`src/rtl/scan_dig_pkg.sv`:
```
// Shared 7-segment glyph constants and the nibble-to-glyph lookup used by the digit scanner.
package scan_dig_pkg;

    localparam logic [7:0] SEG_0    = 8'h3F;
    localparam logic [7:0] SEG_1    = 8'h06;
    localparam logic [7:0] SEG_2    = 8'h5B;
    localparam logic [7:0] SEG_3    = 8'h4F;
    localparam logic [7:0] SEG_4    = 8'h66;
    localparam logic [7:0] SEG_5    = 8'h6D;
    localparam logic [7:0] SEG_6    = 8'h7D;
    localparam logic [7:0] SEG_7    = 8'h07;
    localparam logic [7:0] SEG_8    = 8'h7F;
    localparam logic [7:0] SEG_9    = 8'h6F;
    localparam logic [7:0] SEG_A    = 8'h77;
    localparam logic [7:0] SEG_B    = 8'h7C;
    localparam logic [7:0] SEG_C    = 8'h39;
    localparam logic [7:0] SEG_D    = 8'h5E;
    localparam logic [7:0] SEG_E    = 8'h79;
    localparam logic [7:0] SEG_DASH = 8'h40;
    // Nibble F shows a dash so the calendar path can use it as a separator.
    localparam logic [7:0] SEG_F    = SEG_DASH;
    localparam logic [7:0] SEG_OFF  = 8'h00;

    function automatic logic [7:0] seg7_glyph(input logic [3:0] nibble);
        logic [7:0] g;
        case (nibble)
            4'h0:    g = SEG_0;
            4'h1:    g = SEG_1;
            4'h2:    g = SEG_2;
            4'h3:    g = SEG_3;
            4'h4:    g = SEG_4;
            4'h5:    g = SEG_5;
            4'h6:    g = SEG_6;
            4'h7:    g = SEG_7;
            4'h8:    g = SEG_8;
            4'h9:    g = SEG_9;
            4'hA:    g = SEG_A;
            4'hB:    g = SEG_B;
            4'hC:    g = SEG_C;
            4'hD:    g = SEG_D;
            4'hE:    g = SEG_E;
            default: g = SEG_F;
        endcase
        return g;
    endfunction

endpackage

```
`src/rtl/scan_dig_multi_seg7_decode.sv`:
```
// Combinational nibble + decimal point + dark flag to active-high {dp,g..a} pattern.
module seg7_decode
    import scan_dig_pkg::*;
(
    input  logic [3:0] nibble,
    input  logic       dp,
    input  logic       dark,
    output logic [7:0] pattern
);

    always_comb begin
        pattern = SEG_OFF;
        if (!dark) begin
            pattern = seg7_glyph(nibble) | {dp, 7'b0};
        end
    end

endmodule

```
`src/rtl/scan_dig_multi.sv`:
```
// Time-multiplexed NUM_DIG-digit 7-segment scanner with frame-synchronous shadowing, PWM and
// leading-zero suppression. Optional per-digit blinking when SCAN_DIG_BLINK_EN is defined.
module scan_dig_multi
    import scan_dig_pkg::*;
#(
    parameter int unsigned NUM_DIG     = 8,
    parameter int unsigned CLK_DIV     = 1000,
    parameter int unsigned BRIGHT_W    = 4,
    parameter bit          DIG_ACT_LOW = 1'b1,
    parameter bit          SEG_ACT_LOW = 1'b0
`ifdef SCAN_DIG_BLINK_EN
    ,
    parameter int unsigned BLINK_FRAMES = 256
`endif
) (
    input  logic                  clk,
    input  logic                  rstn,
    input  logic                  enable,
    input  logic [4*NUM_DIG-1:0]  data,
    input  logic [NUM_DIG-1:0]    dp,
    input  logic [NUM_DIG-1:0]    blank,
    input  logic                  lz_en,
    input  logic [BRIGHT_W-1:0]   bright,
`ifdef SCAN_DIG_BLINK_EN
    input  logic [NUM_DIG-1:0]    blink_mask,
`endif
    output logic [NUM_DIG-1:0]    dig,
    output logic [7:0]            seg,
    output logic                  frame_done
);

    localparam int unsigned PRE_W = $clog2(CLK_DIV);
    localparam int unsigned IDX_W = (NUM_DIG > 1) ? $clog2(NUM_DIG) : 1;
    localparam logic [PRE_W-1:0] PRE_MAX = PRE_W'(CLK_DIV - 1);
    localparam logic [IDX_W-1:0] IDX_MAX = IDX_W'(NUM_DIG - 1);
    localparam logic [NUM_DIG-1:0] DIG_OFF = DIG_ACT_LOW ? {NUM_DIG{1'b1}} : {NUM_DIG{1'b0}};
    localparam logic [7:0] SEG_UNLIT = SEG_ACT_LOW ? 8'hFF : 8'h00;

    logic [PRE_W-1:0]     pre_q, pre_d;
    logic [IDX_W-1:0]     idx_q, idx_d;
    logic [BRIGHT_W-1:0]  pwm_q, pwm_d;
    logic                 first_q, first_d;
    logic [4*NUM_DIG-1:0] data_s_q, data_s_d;
    logic [NUM_DIG-1:0]   dp_s_q, dp_s_d, blank_s_q, blank_s_d;
    logic                 lz_s_q, lz_s_d;
    logic [NUM_DIG-1:0]   dig_q, dig_d;
    logic [7:0]           seg_q, seg_d;
    logic                 frame_done_q;
    logic                 tick, wrap, capture;

    logic [3:0]           nib [NUM_DIG];
    logic [NUM_DIG-1:0]   supp, blank_k, dp_k, dig_on, blink_k;
    logic                 dark_sel, lit, blink_off;
    logic [7:0]           pattern;

    always_comb begin
        tick    = enable && (pre_q == PRE_MAX);
        wrap    = tick && (idx_q == IDX_MAX);
        capture = wrap || (enable && first_q);
        first_d = first_q && !enable;

        pre_d = pre_q;
        if (enable) begin
            pre_d = tick ? '0 : pre_q + 1'b1;
        end
        idx_d = idx_q;
        if (tick) begin
            idx_d = wrap ? '0 : idx_q + 1'b1;
        end
        pwm_d = enable ? pwm_q + 1'b1 : pwm_q;

        data_s_d  = capture ? data  : data_s_q;
        dp_s_d    = capture ? dp    : dp_s_q;
        blank_s_d = capture ? blank : blank_s_q;
        lz_s_d    = capture ? lz_en : lz_s_q;
    end

`ifdef SCAN_DIG_BLINK_EN
    localparam int unsigned BLK_W = (BLINK_FRAMES > 1) ? $clog2(BLINK_FRAMES) : 1;
    localparam logic [BLK_W-1:0] BLK_MAX = BLK_W'(BLINK_FRAMES - 1);

    logic [BLK_W-1:0]   blk_cnt_q, blk_cnt_d;
    logic               phase_q, phase_d;
    logic [NUM_DIG-1:0] mask_s_q, mask_s_d;

    always_comb begin
        blk_cnt_d = blk_cnt_q;
        phase_d   = phase_q;
        mask_s_d  = capture ? blink_mask : mask_s_q;
        if (wrap) begin
            if (blk_cnt_q == BLK_MAX) begin
                blk_cnt_d = '0;
                phase_d   = !phase_q;
            end else begin
                blk_cnt_d = blk_cnt_q + 1'b1;
            end
        end
    end

    always_ff @(posedge clk or negedge rstn) begin
        if (!rstn) begin
            blk_cnt_q <= '0;
            phase_q   <= 1'b1;
            mask_s_q  <= '0;
        end else begin
            blk_cnt_q <= blk_cnt_d;
            phase_q   <= phase_d;
            mask_s_q  <= mask_s_d;
        end
    end

    assign blink_off = !phase_d;
    assign blink_k   = mask_s_d;
`else
    assign blink_off = 1'b0;
    assign blink_k   = '0;
`endif

    // Outputs are built from next-state values so dig/seg follow idx one clk after tick.
    always_comb begin
        logic prev;
        prev    = 1'b1;
        supp    = '0;
        blank_k = '0;
        dp_k    = '0;
        dig_on  = '0;
        for (int unsigned k = 0; k < NUM_DIG; k++) begin
            nib[k]     = data_s_d[4*(NUM_DIG-1-k) +: 4];
            blank_k[k] = blank_s_d[NUM_DIG-1-k];
            dp_k[k]    = dp_s_d[NUM_DIG-1-k];
            supp[k]    = (k != NUM_DIG - 1) && lz_s_d && (nib[k] == 4'h0) && prev;
            prev       = supp[k];
            dig_on[NUM_DIG-1-k] = (idx_d == IDX_W'(k));
        end
        dark_sel = blank_k[idx_d] || supp[idx_d] || (blink_off && blink_k[idx_d]);
        lit      = (bright == '1) || (pwm_d < bright);
    end

    seg7_decode u_decode (
        .nibble  (nib[idx_d]),
        .dp      (dp_k[idx_d]),
        .dark    (dark_sel),
        .pattern (pattern)
    );

    always_comb begin
        dig_d = DIG_OFF;
        seg_d = SEG_UNLIT;
        if (enable && lit) begin
            dig_d = DIG_ACT_LOW ? ~dig_on : dig_on;
            seg_d = SEG_ACT_LOW ? ~pattern : pattern;
        end
    end

    always_ff @(posedge clk or negedge rstn) begin
        if (!rstn) begin
            pre_q        <= '0;
            idx_q        <= '0;
            pwm_q        <= '0;
            first_q      <= 1'b1;
            data_s_q     <= '0;
            dp_s_q       <= '0;
            blank_s_q    <= '0;
            lz_s_q       <= 1'b0;
            dig_q        <= DIG_OFF;
            seg_q        <= SEG_UNLIT;
            frame_done_q <= 1'b0;
        end else begin
            pre_q        <= pre_d;
            idx_q        <= idx_d;
            pwm_q        <= pwm_d;
            first_q      <= first_d;
            data_s_q     <= data_s_d;
            dp_s_q       <= dp_s_d;
            blank_s_q    <= blank_s_d;
            lz_s_q       <= lz_s_d;
            dig_q        <= dig_d;
            seg_q        <= seg_d;
            frame_done_q <= wrap;
        end
    end

    assign dig        = dig_q;
    assign seg        = seg_q;
    assign frame_done = frame_done_q;

endmodule
```
`config.mk`:
```
export PLATFORM = sky130hd
export DESIGN_NAME = scan_dig_multi
export DESIGN_NICKNAME = d
export VERILOG_FILES = /design/src/rtl/scan_dig_pkg.sv /design/src/rtl/scan_dig_multi_seg7_decode.sv /design/src/rtl/scan_dig_multi.sv
export SDC_FILE = /design/constraint.sdc
export NUM_CORES = 1
export LEC_CHECK = 0
export ABC_AREA = 1
export BUFFER_PORTS_ARGS = -buffer_cell sky130_fd_sc_hd__buf_2
export CELL_PAD_IN_SITES_DETAIL_PLACEMENT = 1
export CELL_PAD_IN_SITES_GLOBAL_PLACEMENT = 1
export CORE_ASPECT_RATIO = 1.75
export CORE_MARGIN = 4
export CORE_UTILIZATION = 42
export CTS_CLUSTER_SIZE = 28
export DETAILED_ROUTE_END_ITERATION = 8
export PLACE_DENSITY_LB_ADDON = 0.12
export SKIP_LAST_GASP = 1
export SLEW_MARGIN = 10
export SYNTH_ARGS = -nofsm -noshare
export SYNTH_HDL_FRONTEND = slang
export SYNTH_SLANG_ARGS = --single-unit
export TNS_END_PERCENT = 1
```
`constraint.sdc`:
```
create_clock -name clk -period 3.3 [get_ports clk]
set_input_delay 0.33 -clock clk [delete_from_list [all_inputs] [get_ports clk]]
set_output_delay 0.33 -clock clk [all_outputs]
set_load 0.01 [all_outputs]
```
After elaboration in Yosys (flattened, before gate mapping) --
Memory sizes are Yosys's and may differ from the RTL's. Index checks and enable logic that the tools add are counted.
Operators by class: bitwise logic cells 3, magnitude comparators 3, $add $sub $neg 3, reductions and logical operators 30, multiplexer cells 21, eq/ne operators 10
Operator list (count):
- 8-bit 2-to-1 mux | 6
- 32-bit 2-to-1 mux | 1
- 4-bit zero test | 7
- 1-bit logical AND | 18
- 3-bit equality test (second input constant) | 5
- 4-bit binary-select mux with 3-bit select | 1
- 4-bit 2-to-1 mux | 3
- 10-bit by 1-bit adder with 10-bit output (second input constant) | 1
- 10-bit equality test (second input constant) | 1
- 10-bit 2-to-1 mux | 1
- 1-bit binary-select mux with 3-bit select | 3
- 8-bit NOT | 1
- 8-bit bitwise OR | 1
- 3-bit by 2-bit equality test with 1-bit output (second input constant) | 2
- 3-bit 2-to-1 mux | 2
- 4-bit by 1-bit adder with 4-bit output (second input constant) | 1
- 4-bit equality test (second input constant) | 1
- 4-bit >= comparator (second input constant) | 1
- 3-bit by 4-bit less-than comparator with 1-bit output (second input constant) | 1
- 4-bit less-than comparator | 1
- 1-bit 2-to-1 mux | 4
- 3-bit NOT with 4-bit output | 1
- 3-bit by 1-bit adder with 3-bit output (second input constant) | 1
- 3-bit by 1-bit equality test with 1-bit output (second input constant) | 1
- 3 further kinds | 5
Word-level totals: word-level logic and storage cells 82, bits in read-only memories 112, flip-flop bits (word level) 84, output and inout bits 17, memories kept 1
Memory list:
- (no name shown) | words 16, width 7, read ports 1, clocked after memory_dff 0, wr ports 0, line scan_dig_pkg.sv:26 | case (nibble)

Logic depth before layout (Yosys ltp) --
Gate-level depths: netlist of run 1.
depth after elaboration 20, mapped depth 21, depth with buffers taken out 20

By module --
From an unflattened synthesis of run 1, not the netlist that was laid out.
Unflattened totals: cell total of the unflattened synthesis 552, area, all modules 4420.5 µm²
Modules (own cells, without submodules):
- scan_dig_multi | cells an instance 495, area each 4095.2 µm², times used 1, seq. area each 2113.3 µm²
- seg7_decode | cells an instance 57, area each 325.3 µm², times used 1, seq. area each 0.0 µm²

Worst setup path after synthesis of run 1 --
No wires, ideal clock.
path type register to register, start point register pre_q[0], end point register seg_q[0], in the netlist seg[0], cell stages (with the launch flop) 22, data required time 3.179 ns, data arrival time 2.357 ns, setup time 0.121 ns, slack 0.822 ns, buffers on the path 2, cells stage by stage dfrtp_1 -> ha_1 -> inv_1 -> nor2_4 -> nand4_4 -> nand2_2 -> buf_6 -> buf_6 -> nand2_1 -> nand2_1 -> nor2_1 -> nor2_1 -> nand2_1 -> nand2_1 -> inv_1 -> ha_1 -> nor2_1 -> nand3_1 -> nand2_1 -> nand2_1 -> nand2_1 -> nor2_1
Between the ends: cells in the longest elaborated chain, start to end 18, elaborated cells on any way between the ends 43
Ends and longest elaborated chain:
- start: declaration | line scan_dig_multi.sv:39 | logic [PRE_W-1:0] pre_q, pre_d;
- start signal: assignment | line scan_dig_multi.sv:169 | pre_q <= pre_d;
- 10-bit equality test (*) | line scan_dig_multi.sv:57 | tick = enable && (pre_q == PRE_MAX);
- 1-bit logical AND (*) | line scan_dig_multi.sv:57
- branches (longest 14 deep; another with memory read 16 x 7 bit)
- 8-bit 2-to-1 mux (*) | line scan_dig_multi_seg7_decode.sv:13 | if (!dark) begin
- 8-bit 2-to-1 mux (*) | line scan_dig_multi.sv:149 | if (enable && lit) begin
- via seg_d[0] | line scan_dig_multi.sv:47 | logic [7:0] seg_q, seg_d;
- end signal: assignment | line scan_dig_multi.sv:178 | seg_q <= seg_d;
- end: declaration | line scan_dig_multi.sv:47
Mark *: on every way through the listed nets, which the timed path passes. The select of a mux whose other input is x is not followed. A chain may end at the register's enable or synchronous reset.

Worst setup path in the final report of run 1 --
start point register pre_q[0], end point register seg_q[0], in the netlist seg[0]
Between the ends: elaborated cells on any way between the ends 43
RTL lines:
- 10-bit equality test (*) | line scan_dig_multi.sv:57
- 1-bit logical AND (*) | line scan_dig_multi.sv:57
- 1-bit logical AND (*) | line scan_dig_multi.sv:58 | wrap = tick && (idx_q == IDX_MAX);
- 1-bit logical OR (*) | line scan_dig_multi.sv:59 | capture = wrap || (enable && first_q);
- 32-bit 2-to-1 mux (*) | line scan_dig_multi.sv:72 | data_s_d = capture ? data : data_s_q;
- via data_s_d[5] | line scan_dig_multi.sv:43 | logic [4*NUM_DIG-1:0] data_s_q, data_s_d;
- 4-bit binary-select mux with 3-bit select or 4-bit zero test (tied branches) | line scan_dig_multi.sv:140, scan_dig_multi.sv:131
- 4-bit 2-to-1 mux (not written as such) or 1-bit logical AND (tied branches) (2 in a row) | line scan_dig_multi.sv:140, scan_dig_multi.sv:131
- memory read 16 x 7 bit or 1-bit binary-select mux with 3-bit select (tied branches)
- 8-bit 2-to-1 mux or 1-bit 2-to-1 mux (tied branches) | line scan_dig_multi_seg7_decode.sv:13, scan_dig_multi.sv:135
- 8-bit bitwise OR or 1-bit logical OR (tied branches) | line scan_dig_multi_seg7_decode.sv:14, scan_dig_multi.sv:135
- 8-bit 2-to-1 mux (*) | line scan_dig_multi_seg7_decode.sv:13
- 8-bit 2-to-1 mux (*) | line scan_dig_multi.sv:149
- via seg_d[0] | line scan_dig_multi.sv:47
The timed path passes the listed nets; every way through them passes the cells marked *. The select of a mux whose other input is x is not followed.

==> impl_metrics.tcl, run 1 <==
set metrics [dict create \
    ys.flop_type "dfrtp_1" \
    fmax_mhz 340 \
    die_h_um 145 \
    utilization_pct 50.8 \
    worstPathRequired_ns 3.52 \
    fin_tns_setup_ns 0 \
    crit_type "flip-flop to flip-flop" \
    layout_setup_ws_ns 0.361 \
    ys_seq_elements 84 \
    syn_to_final_growth_pct 17.1 \
    period_share_pct 89.1 \
    r2r_setup_slack_ns 0.36 \
    critPathMaxFanout 41 \
    post-cts-setup-buffers 0 \
    placeableCoreArea_um2 10400 \
    ioPinCount 73 \
    p_leak_nw 2.90 \
    cts_tree "yes" \
    drtPass1Iterations 5 \
    dp_hpwl_mm 9.93 \
    max_cap_violations 0 \
    syn-instance-count 574 \
    final_nets 715 \
    seq_area_frac_synth_pct 47.0 \
    grt_pass1_wl_mm 21.5 \
    grt_usage_pct 22.3 \
    die_area_um2 12500 \
    fillers 1365 \
    clk_pin_slew_ns 0.06 \
    synth_top_area_cell "dfrtp_1" \
    endpoint_kind "flip-flop" \
    die_w_um 86.2 \
    vias 4005 \
    ir_worst_vdd_v 0.000256 \
    max-clock-path-buffers 2 \
    setup_viol 0 \
    drt-total-wl_mm 13.3 \
    viasPerCell 5.15 \
    rsz0062_at_grt "false" \
    synth_top_area_share_pct 41.7 \
    pre_cts_ws_ns 0.293 \
    syn_avg_cell_area_um2 7.83 \
    async_flop_share_pct 100 \
    cp.arrival_ns 3.16 \
    multi_input_area_um2 2020 \
    wl_per_cell_um 17.1 \
    cts_htree_levels 3 \
    drtAntennaViolNets 0 \
    tightest_slew_ns 1.08 \
    drt_iter0_drc 137 \
    root_buffer "clkbuf_16" \
    cp-start-kind "flip-flop" \
    start_util_pct 43.4 \
    final_layout_size_suffix_gt1_share_pct 21.2 \
    cts_num_sinks 84 \
    antenna_found_initial 0 \
    syn_area_um2 4500 \
    diodes 0 \
    fin_skew_ns 0.00388 \
    synth_nets 642 \
    portBuffers 72 \
    min_period_ns 2.94 \
    finalPower_mw 2.98 \
    yosys-top-cells-area "dfrtp_1, nand2_1, nand3_1, dfstp_2, inv_1" \
    yosysUniqueCellTypes 39 \
    routabilityCongestion 0.823 \
    rows 49 \
    route.detailed.drc 0 \
    regArea_um2 2110 \
    cts_buffers 9 \
    grt_pass1_vias 4337 \
    maxSlewHeadroom_pct 27.8 \
    slew_violations 0 \
    synth_edf_count 0 \
    overflow 0 \
    grt_max_degree 85 \
    finalHoldViolCount 0 \
    power.density_nw_per_um2 566 \
    clk_latency_ns 0.33 \
    ys_warn_count 0 \
    hp-class "input port to asynchronous set/reset pin" \
    status "finished clean" \
]
kinds of logic after synthesis:
group | count (synthesis) | synth area share (%)
buf+inv | 83 | 8.37
flops | 84 | 47.0
simple gates | 354 | 35.5
mux | 1 | 0.223
compound gates | 36 | 4.79
fa+ha+maj | 12 | 3.34
xor+xnor | 4 | 0.779
critical path, stage by stage, from the launching register on:
cell and delay [ns]:
dfrtp_1 0.39, ha_1 0.19, inv_1 0.09, nor2_4 0.24, nand4_4 0.15, buf_4 0.30, nand3_1 0.12, nand2_1 0.13
nand2_1 0.12, nand2_1 0.05, nand3b_1 0.14, nand2_1 0.15, inv_1 0.11, ha_1 0.22, nor2_1 0.09, nand3_1 0.10
nand2_1 0.09, nand2_1 0.05, nand2_1 0.07, nor2_1 0.03
through the flow:
step,std cells,instance area [µm²],hold slack (ns)
2_1_floorplan,574,4500,0.0344
3_3_place_gp,763,4960,0.427
3_5_place_dp,763,4960,0.443
4_1_cts,777,5250,0.216
5_1_grt,777,5260,0.222
6_report,777,5260,0.166
worst paths after layout:
kind | startpoint | endpoint | cells past startpoint
max in group asynchronous | rstn | pre_q[0] | 1
worst min-delay path | rstn | pre_q[8] | 1
min in group clk | dp[2] | dp_s_q[2] | 3
worst max-delay path | pre_q[0] | seg[0] | 19
worst min register to register | first_q | first_q | 2
worst max register to register | pre_q[0] | seg[0] | 19
cell usage in the layout (no fill, tap or decap), drive strengths merged, types with 2 or more instances in the layout:
cell,instances
nand2,208
buf,81
dfrtp,75
nand3,75
inv,64
nor2,55
o21ai,17
a21oi,13
ha,12
clkbuf,12
dfstp,9
nand4,9
nand3b,4
xnor2,2
xor2,2
flip-flops by register name, summed over array words and instances (netlist names):
| register | count |
|---|---|
| idx_q | 3 |
| lz_s_q | 1 |
| seg | 8 |
| pwm_q | 4 |
| pre_q | 10 |
| dig | 8 |
| frame_done | 1 |
| data_s_q | 32 |
| dp_s_q | 8 |
| blank_s_q | 8 |
| first_q | 1 |
cell type report:
class                      instances  share of cell area [%]
clock inverter                     2                   0.666
inverter                          64                    4.56
sequential                        84                    40.1
multi-input combinational        407                    38.3
timing repair buffer              81                    8.41
tap                              127                    3.02
clock buffer                      12                    4.87
cell usage after synthesis (2+ instances only):
cell,count
dfstp_2,9
nand3b_1,4
o21ai_1,3
buf_4,4
buf_2,4
o21ai_2,4
dfrtp_1,75
nand2_4,5
nand2_1,196
ha_1,12
nor2_2,2
nor2_4,5
nand2_2,7
inv_2,8
nand3_1,73
a21oi_1,12
buf_6,6
nor2_1,48
nand4_1,8
xnor2_1,2
clkbuf_1,4
o21ai_0,10
inv_1,56
xor2_1,2
routing by layer:
layer / part of all wire (%) / global-route usage, % / routed length (µm) / vias to the layer above
met5: 0 / 0 / 0 / -
met3: 2.6 / 3.00 / 349 / 15
li1: - / - / - / 1961
met1: 38 / 24.2 / 5120 / 1971
met2: 57 / 43.4 / 7590 / 58
met4: 1.8 / 7.80 / 241 / 0
power by group:
group / internal, mW / switching, mW / total [mW]
clock network: 0.619 / 0.396 / 1.01
logic: 0.246 / 0.413 / 0.659
registers: 1.20 / 0.101 / 1.30
total: 2.07 / 0.910 / 2.98
timing repair:
item	in CTS	in global routing
setup endpoints to repair	0	2
hold buffers	0	0
gates resized for setup	0	2
Power figures use the tool's default switching activity.
==> run 2, diff against run 1 <==
CELL_PAD_IN_SITES_DETAIL_PLACEMENT = 0   (was 1)
HOLD_SLACK_MARGIN = 0.02   (was not set)
==> run 2 against run 1 <==
  * Register-to-register slack about the same
  * Sequential share of layout area hardly changed
  * Flip-flop and latch count is the same
  * Cell count grew 0.26%
  * Fmax rose by 0.19%
  * Clock-buffer cell count down 3
  * Combinational power shrank 3%
  * Clock power about the same
  * Design area hardly changed
  * First-iteration DRC count fell by 5.8%
  * Core utilization about the same
  * Worst hold slack gained 0.024 ns
  * Critical path type unchanged
  * Critical endpoint unchanged
==> impl_metrics.tcl, run 2 (synthesized netlist as in run 1, its figures left out) <==
set metrics [dict create \
    start_util_pct 43.4 \
    min_period_ns 2.93 \
    placeableCoreArea_um2 10400 \
    placed_cell_area_um2 4960 \
    antenna_found_initial 0 \
    power.density_nw_per_um2 560 \
    period_share_pct 88.9 \
    diodes 0 \
    wl_per_cell_um 15.3 \
    die_w_um 86.2 \
    dp_hpwl_mm 8.72 \
    cp.arrival_ns 3.16 \
    p_leak_nw 2.90 \
    biggestRegsByFlops "data_s_q x32, pre_q x10" \
    cts_buffers 9 \
    final_nets 715 \
    final_common_cell "nand2_1" \
    placedCellCount 763 \
    layout_common_cells "nand2_1, dfrtp_1, nand3_1" \
    holdWs_ns 0.189 \
    clk_latency_ns 0.34 \
    drtPass1Iterations 4 \
    grt_pass1_wl_mm 19.2 \
    cts_tree "yes" \
    portBuffers 72 \
    post-cts-setup-buffers 0 \
    grt_usage_pct 20.0 \
    syn_to_final_growth_pct 17.2 \
    die_h_um 145 \
    overflow 0 \
    route.detailed.drc 0 \
    max_cap_violations 0 \
    ir_worst_vdd_v 0.000276 \
    crit_type "flip-flop to flip-flop" \
    finalHoldViolCount 0 \
    ioPinCount 73 \
    slew_violations 0 \
    rows 49 \
    cts_num_sinks 84 \
    hold_buffers 0 \
    endpoint_kind "flip-flop" \
    rsz0062_at_grt "false" \
    fin_tns_setup_ns 0 \
    routabilityCongestion 0.823 \
    viasPerCell 4.95 \
    final_cells 779 \
    cts_htree_levels 3 \
    root_buffer "clkbuf_16" \
    hp-class "input port to asynchronous set/reset pin" \
    drt_iter0_drc 129 \
    clk_pin_slew_ns 0.06 \
    fin_skew_ns 0.00590 \
    grt_pass1_vias 3984 \
    die_area_um2 12500 \
    maxSlewHeadroom_pct 28.9 \
    vias 3857 \
    drtAntennaViolNets 0 \
    design_area_um2 5270 \
    finalPower_mw 2.95 \
    status "finished clean" \
    max-clock-path-buffers 2 \
    fillers 1035 \
    worstPathRequired_ns 3.52 \
    setup_viol 0 \
    cp-start-kind "flip-flop" \
    tightest_slew_ns 1.07 \
    fmax_mhz 341 \
    drt-total-wl_mm 11.9 \
    top_register "data_s_q" \
    grt_max_degree 85 \
    critPathMaxFanout 30 \
    final_layout_size_suffix_gt1_share_pct 21.6 \
    largest_reg_flops 32 \
]
-- run 2: cell count changes in the layout (fill, tap and decap cells not counted) --
cell,change
clkbuf_1,-1
nand2_4,-1
inv_6,+1
clkinv_4,+2
clkbuf_8,-2
nand2_2,+1
clkinvlp_4,+2
-- run 2: layout make-up --
type,count,area [µm²],share of cell area (%)
multi-input cells,407,2010,38.2
flip-flops and latches,84,2110,40.1
clock inverters,7,76.3,1.45
well taps,127,159,3.02
repair buffers,81,443,8.41
inverters,64,240,4.56
clock buffers,9,225,4.27
-- run 2: per-stage QoR --
stage                     setup WS [ns]  util, %
after floorplan                   0.822        -
after global placement            0.432     47.9
after detailed placement          0.310     47.9
after CTS                         0.303     50.8
after global routing             0.0413     50.9
final                             0.367     50.9
-- run 2: worst paths after layout --
check                               from           end  slack, ns  depth (start not counted)
worst min-delay path                rstn      pre_q[9]       0.19                          1
min in group clk                   dp[2]     dp_s_q[2]       0.21                          3
max in group asynchronous           rstn  data_s_q[20]       2.43                          1
worst min register to register   first_q       first_q       0.45                          2
worst max register to register  pre_q[0]        seg[0]       0.37                         20
worst max-delay path            pre_q[0]        seg[0]       0.37                         20
-- run 2: worst max-delay path, cell delays in order (launching register included) --
cell	delay (ns)
dfrtp_1	0.39
ha_1	0.19
inv_1	0.08
nor2_4	0.22
nand4_4	0.12
nand2_2	0.25
buf_12	0.22
nand2_1	0.07
o21ai_0	0.13
nor2_1	0.07
nor2_1	0.09
nand2_1	0.06
nand2_1	0.16
inv_1	0.11
ha_1	0.21
nor2_1	0.09
nand3_1	0.10
nand2_1	0.08
nand2_1	0.05
nand2_1	0.06
nor2_1	0.03
-- run 2: per-layer routing --
layer	GRT usage [%]	share of wire [%]
met4	8.29	2.4
met1	22.5	40
met2	37.1	54
met5	0	0
met3	2.95	3.7
-- run 2: what timing repair did --
item / in CTS / in global routing
resized for setup: 0 / 1
setup endpoints to repair: 0 / 1
endpoints found under the hold margin: 0 / 0
-- run 2: power breakdown --
group / switching [mW] / total (mW) / internal (mW)
Sequential: 0.0928 / 1.30 / 1.20
Clock: 0.426 / 1.02 / 0.590
Combinational: 0.392 / 0.639 / 0.247
